[src/rtl/cdb_arbiter.sv]
// Common-data-bus arbiter: per-source result FIFOs drained by a round-robin
// arbiter onto NUM_PORTS broadcast ports, with branch squash/clear of masks.
module cdb_arbiter #(
  parameter int NUM_SRC      = 5,
  parameter int NUM_PORTS    = 2,
  parameter int DEPTH        = 2,
  parameter int PREG_BITS    = 6,
  parameter int ROB_BITS     = 4,
  parameter int BR_MASK_BITS = 4
) (
  input  logic                              clk,
  input  logic                              rst,
  input  logic [NUM_SRC-1:0]                src_valid,
  output logic [NUM_SRC-1:0]                src_ready,
  input  logic [NUM_SRC*32-1:0]             src_data,
  input  logic [NUM_SRC*PREG_BITS-1:0]      src_pd,
  input  logic [NUM_SRC*5-1:0]              src_rd,
  input  logic [NUM_SRC*ROB_BITS-1:0]       src_rob_idx,
  input  logic [NUM_SRC*BR_MASK_BITS-1:0]   src_br_mask,
  input  logic                              br_valid,
  input  logic                              br_mispredict,
  input  logic [BR_MASK_BITS-1:0]           br_tag,
  output logic [NUM_PORTS-1:0]              cdb_valid,
  output logic [NUM_PORTS*32-1:0]           cdb_data,
  output logic [NUM_PORTS*PREG_BITS-1:0]    cdb_pd,
  output logic [NUM_PORTS*5-1:0]            cdb_rd,
  output logic [NUM_PORTS*ROB_BITS-1:0]     cdb_rob_idx,
  output logic [31:0]                       conflict_cnt
);

  localparam int AW = $clog2(DEPTH);
  localparam int CW = AW + 1;
  localparam int RW = (NUM_SRC > 1) ? $clog2(NUM_SRC) : 1;
  localparam int EW = $clog2(NUM_SRC + 1);
  localparam logic [EW-1:0] NP = EW'(NUM_PORTS);

  logic [31:0]             data_q [NUM_SRC][DEPTH];
  logic [PREG_BITS-1:0]    pd_q   [NUM_SRC][DEPTH];
  logic [4:0]              rd_q   [NUM_SRC][DEPTH];
  logic [ROB_BITS-1:0]     rob_q  [NUM_SRC][DEPTH];
  logic [BR_MASK_BITS-1:0] mask_q [NUM_SRC][DEPTH];
  logic                    vld_q  [NUM_SRC][DEPTH];
  logic [AW-1:0]           head_q [NUM_SRC];
  logic [AW-1:0]           tail_q [NUM_SRC];
  logic [CW-1:0]           cnt_q  [NUM_SRC];
  logic [RW-1:0]           rr_ptr;

  logic                    mispred, correct;
  logic [NUM_SRC-1:0]      elig, drop, grant, push, pop;
  logic [RW-1:0]           port_src [NUM_PORTS];
  logic [NUM_PORTS-1:0]    port_vld;
  logic [RW-1:0]           last_src;
  logic [EW-1:0]           n_elig;
  int                      arb_n, arb_idx;

  assign mispred = br_valid & br_mispredict;
  assign correct = br_valid & ~br_mispredict;

  // A head squashed by this cycle's mispredict is dropped, not broadcast.
  always_comb begin
    for (int i = 0; i < NUM_SRC; i++) begin
      elig[i]      = (cnt_q[i] != '0) && vld_q[i][head_q[i]] &&
                     !(mispred && |(mask_q[i][head_q[i]] & br_tag));
      drop[i]      = (cnt_q[i] != '0) && !elig[i];
      src_ready[i] = (cnt_q[i] != CW'(DEPTH));
      push[i]      = src_valid[i] & src_ready[i];
    end
  end

  always_comb begin
    grant    = '0;
    port_vld = '0;
    last_src = '0;
    n_elig   = '0;
    arb_n    = 0;
    arb_idx  = 0;
    for (int p = 0; p < NUM_PORTS; p++) port_src[p] = '0;
    for (int k = 0; k < NUM_SRC; k++) begin
      arb_idx = int'(rr_ptr) + k;
      if (arb_idx >= NUM_SRC) arb_idx = arb_idx - NUM_SRC;
      if (elig[arb_idx]) begin
        n_elig = n_elig + 1'b1;
        if (arb_n < NUM_PORTS) begin
          grant[arb_idx]  = 1'b1;
          port_src[arb_n] = RW'(arb_idx);
          port_vld[arb_n] = 1'b1;
          last_src        = RW'(arb_idx);
          arb_n           = arb_n + 1;
        end
      end
    end
  end

  assign pop = grant | drop;

  always_comb begin
    cdb_valid   = port_vld;
    cdb_data    = '0;
    cdb_pd      = '0;
    cdb_rd      = '0;
    cdb_rob_idx = '0;
    for (int p = 0; p < NUM_PORTS; p++) begin
      if (port_vld[p]) begin
        cdb_data[p*32 +: 32]                = data_q[port_src[p]][head_q[port_src[p]]];
        cdb_pd[p*PREG_BITS +: PREG_BITS]    = pd_q[port_src[p]][head_q[port_src[p]]];
        cdb_rd[p*5 +: 5]                    = rd_q[port_src[p]][head_q[port_src[p]]];
        cdb_rob_idx[p*ROB_BITS +: ROB_BITS] = rob_q[port_src[p]][head_q[port_src[p]]];
      end
    end
  end

  always_ff @(posedge clk or posedge rst) begin
    if (rst) begin
      for (int i = 0; i < NUM_SRC; i++) begin
        for (int j = 0; j < DEPTH; j++) begin
          data_q[i][j] <= '0;
          pd_q[i][j]   <= '0;
          rd_q[i][j]   <= '0;
          rob_q[i][j]  <= '0;
          mask_q[i][j] <= '0;
          vld_q[i][j]  <= 1'b0;
        end
        head_q[i] <= '0;
        tail_q[i] <= '0;
        cnt_q[i]  <= '0;
      end
      rr_ptr       <= '0;
      conflict_cnt <= '0;
    end else begin
      for (int i = 0; i < NUM_SRC; i++) begin
        for (int j = 0; j < DEPTH; j++) begin
          if (mispred && |(mask_q[i][j] & br_tag)) vld_q[i][j] <= 1'b0;
          if (correct) mask_q[i][j] <= mask_q[i][j] & ~br_tag;
        end
        // The tail slot is free whenever push is allowed, so this write wins safely.
        if (push[i]) begin
          data_q[i][tail_q[i]] <= src_data[i*32 +: 32];
          pd_q[i][tail_q[i]]   <= src_pd[i*PREG_BITS +: PREG_BITS];
          rd_q[i][tail_q[i]]   <= src_rd[i*5 +: 5];
          rob_q[i][tail_q[i]]  <= src_rob_idx[i*ROB_BITS +: ROB_BITS];
          mask_q[i][tail_q[i]] <= correct ? (src_br_mask[i*BR_MASK_BITS +: BR_MASK_BITS] & ~br_tag)
                                          : src_br_mask[i*BR_MASK_BITS +: BR_MASK_BITS];
          vld_q[i][tail_q[i]]  <= !(mispred && |(src_br_mask[i*BR_MASK_BITS +: BR_MASK_BITS] & br_tag));
          tail_q[i]            <= tail_q[i] + 1'b1;
        end
        if (pop[i]) head_q[i] <= head_q[i] + 1'b1;
        cnt_q[i] <= cnt_q[i] + CW'(push[i]) - CW'(pop[i]);
      end
      if (|grant) rr_ptr <= (last_src == RW'(NUM_SRC - 1)) ? '0 : last_src + 1'b1;
      if (n_elig > NP && conflict_cnt != 32'hFFFF_FFFF) conflict_cnt <= conflict_cnt + 32'd1;
    end
  end

endmodule
[config.mk]
export PLATFORM = sky130hd
export DESIGN_NAME = cdb_arbiter
export DESIGN_NICKNAME = d
export VERILOG_FILES = /design/src/rtl/cdb_arbiter.sv
export SDC_FILE = /design/constraint.sdc
export NUM_CORES = 2
export LEC_CHECK = 0
export CORE_ASPECT_RATIO = 1.75
export CORE_UTILIZATION = 50
export DETAILED_ROUTE_END_ITERATION = 10
export PLACE_DENSITY = 0.79
export REMOVE_ABC_BUFFERS = 1
export SKIP_CTS_REPAIR_TIMING = 1
export SYNTH_ARGS = -nofsm -noshare
export SYNTH_HDL_FRONTEND = slang
export SYNTH_SLANG_ARGS = --single-unit
[constraint.sdc]
create_clock -name clk -period 19.6 [get_ports clk]
set_input_delay 3.92 -clock clk [delete_from_list [all_inputs] [get_ports clk]]
set_output_delay 3.92 -clock clk [all_outputs]
set_load 0.05 [all_outputs]
==> results by group <==
Global routing
  • Initial antenna violation count: 21
  • GRT Total Usage: 0.359
  • First-pass GRT wire length: between 150 and 200 mm
  • GRT overflow: 0
  • Largest net degree at the start of global routing: about 170
  • Number of global-route vias before repair: ~30000
  • GR Util met1: 0.399
  • Met3 GRT Util: 0.0759
  • Busiest grt layer: met2
  • Met2 Use GR: 0.613

Routing
  • Vias per std cell: 6.26
  • Routed vias: roughly 29000
  • Pre-antenna DRT Iters: 5
  • Routed wire length: between 100 and 150 mm
  • WL per Instance: around 26 um
  • DR DRC count: 0
  • DRT iter0 DRCs: approximately 2200
  • Routed Antenna Nets: 0

Synthesis
  • Seq/Total Area, Yosys: 0.436
  • Post-synthesis instance total: ~3400
  • Post-synth EDFFs: 0
  • Synthesized cell area: 0.0330 mm^2
  • Synth cell types: slightly below 90
  • Post-Synth Adder-Cell Area: 0.0141
  • Avg Inst Size Synth: about 9.8 um^2
  • Largest family of logic cells by synthesized area: multiplexers
  • Synth warn: 0
  • Post-synth ARST share: 1.00
  • Post-synthesis register bit count: about 580
  • Post-synthesis mux area share: 0.231
  • Synth Area in Simple Gates: 0.149
  • Fraction of the mapped netlist area in compound gates: 0.120
  • Post-synth top flop: dfrtp_1
  • Synth Area in XOR/XNOR: 0.0143

STA
  • Final hold vios: 0
  • Actual slew at the worst max-slew pin: between 1 and 1.5 ns
  • Final Max Slew Viols: 0
  • Layout Skew: between 0.015 and 0.02 ns
  • RSZ-0062 raised after global routing: false
  • Final setup viols: 0
  • Final Critical Period: ~17 ns
  • Fmax: slightly below 60 MHz
  • Worst slew margin: 0.0650
  • Period utilization: 0.880

Worst setup path
  • CP Max Fanout: about 50
  • CP Capture Type: output pin
  • Reg-to-Reg End: cnt_q[9]
  • Crit path DAT: around 13 ns
  • Worst reg-to-reg path cell count: 24
  • FF-to-FF setup slack: between 10 and 15 ns
  • Worst Setup Start Kind: input pin
  • Worst setup path startpoint: br_tag[1]
  • WP data required: 15.68 ns
  • Worst r2r src: rr_ptr[0]
  • WS Path Type: input pin to output pin

Clock network
  • CTS tree: built
  • CTS H-tree lvls: 2
  • Clk pin slew, worst setup/hold paths: approximately 0.07 ns
  • Root buf cell: clkbuf_16
  • CTS sink cnt: 575
  • TritonCTS Buffers: 56
  • Clk Latency, worst-skew pair: 0.64 ns
  • Clk buf depth: 3

Die
  • Placeable core region: between 0.06 and 0.07 mm^2
  • Site Rows: 124
  • Chip width: approximately 200 um
  • Ports: between 400 and 500
  • Die footprint: between 0.06 and 0.07 mm^2
  • Initial core utilization: 0.505
  • Die height: 342 um

Placement
  • PortBufs: 400
  • Detail Placement HPWL: around 76 mm
  • GPL Wtd Cong: between 1 and 1.5
  • Placed Cells: between 4000 and 5000

Hold path
  • Min-delay worst type: flip-flop to flip-flop
  • Hold Path End: cnt_q[1]
  • Min-delay src: cnt_q[1]
  • Hold depth: 1

Finish
  • Most frequent cells in the layout: 790 x nand2_1, 571 x dfrtp_1, 402 x mux2i_1
  • Nets: slightly below 4000
  • Commonest non-fill, non-tap cell in the layout: nand2_1
  • Layout cell share with drive strength beyond 1: 0.141
  • P&R area growth vs syn: 20.1%
  • Fin cells: about 4600

Flow run
  • Maxcap violations: 0

Outcome
  • Status: completed
stage by stage:
stage	util	hold WS, ns	cell area, um^2	setup TNS [ns]	setup slack [ns]
4_1_cts	0.606	0.493	39600	0	2.56
2_1_floorplan	-	0.459	32000	-341.25	-2.73
5_1_grt	0.607	0.510	39600	0	2.01
3_5_place_dp	0.577	0.481	37700	0	2.60
6_report	0.607	0.489	39600	0	2.36
3_3_place_gp	0.577	0.473	37700	0	2.80
worst max-delay path by stage:
stage              endpoint  slack, ns
6_report       cdb_data[23]       2.36
5_1_grt        cdb_data[23]       2.01
4_1_cts        cdb_data[23]       2.56
3_5_place_dp   cdb_data[23]       2.60
3_3_place_gp   cdb_data[23]       2.80
2_1_floorplan  cdb_data[62]      -2.73
critical path: stages:
cell             delay [ns]
clkdlybuf4s50_1        0.90
a22oi_1                0.22
a211oi_1               0.43
or3_1                  0.24
o21bai_1               0.12
nand2_1                0.13
a21boi_0               0.38
a31o_2                 0.26
inv_1                  0.12
fa_1                   0.50
a2111oi_4              0.66
a21boi_1               0.20
o31a_1                 0.43
nor3_4                 0.42
mux2_4                 0.80
o2111a_1               0.30
o21bai_4               0.33
o21bai_4               0.50
buf_4                  0.87
mux2i_1                0.17
o221ai_1               0.45
clkdlybuf4s50_1        0.90
final cells by class:
type / count / area (um^2)
Tap cell: 882 / 1100
Multi-Input combinational cell: 2533 / 17600
Fill cell: 5489 / 25700
Timing Repair Buffer: 448 / 4390
Antenna cell: 13 / 32.5
Sequential cell: 575 / 14400
Inverter: 34 / 135
Clock inverter: 22 / 265
Clock buffer: 82 / 1670
sequential cells by signal (all words and copies together) (netlist names):
signal,cells
head_q,5
conflict_cnt,32
tail_q,5
rd_q,50
cnt_q,10
vld_q,10
rob_q,40
data_q,320
mask_q,40
pd_q,60
rr_ptr,3
routing by layer:
layer / routed length, um / share of wire / vias to the layer above
met5: 121 / 0.0010 / -
met4: 8770 / 0.073 / 18
met3: 9500 / 0.079 / 489
met2: 59700 / 0.49 / 1464
met1: 42500 / 0.35 / 14200
li1: - / - / 12500
Yosys cell counts, types with 4 or more instances:
master    instances  area [um^2]
o22ai_1           8         50.1
nand3_1          41          205
and2_1           11         68.8
a31oi_1          26          163
a22o_1           11         96.3
nand2b_1         21          131
inv_1            32          120
a21o_1            6         45.0
a221o_1          13          130
nor2_1          202          758
and3_1           12         75.1
a22oi_1          25          188
a211o_1          35          307
nand4_1           6         37.5
buf_1            14         52.6
dfrtp_1         575        14400
clkbuf_1        174          653
nand2_1         792         2970
mux2i_1         404         4040
buf_4            17          128
o311ai_0         34          298
a211oi_1         72          541
mux2_2          314         3540
o21a_1            4         30.0
or2_2             8         50.1
a221oi_1         17          149
ha_1             34          425
o211ai_1          4         30.0
nor2b_1          42          263
nor3_1           16         80.1
a21oi_1         108          541
nor4_1            4         25.0
a311oi_1         15          131
o31ai_1           6         45.0
or3_1             6         37.5
o221ai_1         52          455
buf_6            11          124
buf_2            19         95.1
xor2_1           14          123
xnor2_1          37          324
o21ai_0          60          300
logic make-up after synthesis:
logic type                 after synthesis
AOI/OAI and AO/OA                      540
xor gates and xnor gates                52
adders and majority gates               36
buffers and inverters                  269
DFF                                    575
muxes                                  722
and+or+nand+nor                       1183
Power is left out: the tool's default activity adds up to more than one toggle a clock period on the data nets, which glitch-free logic cannot reach.
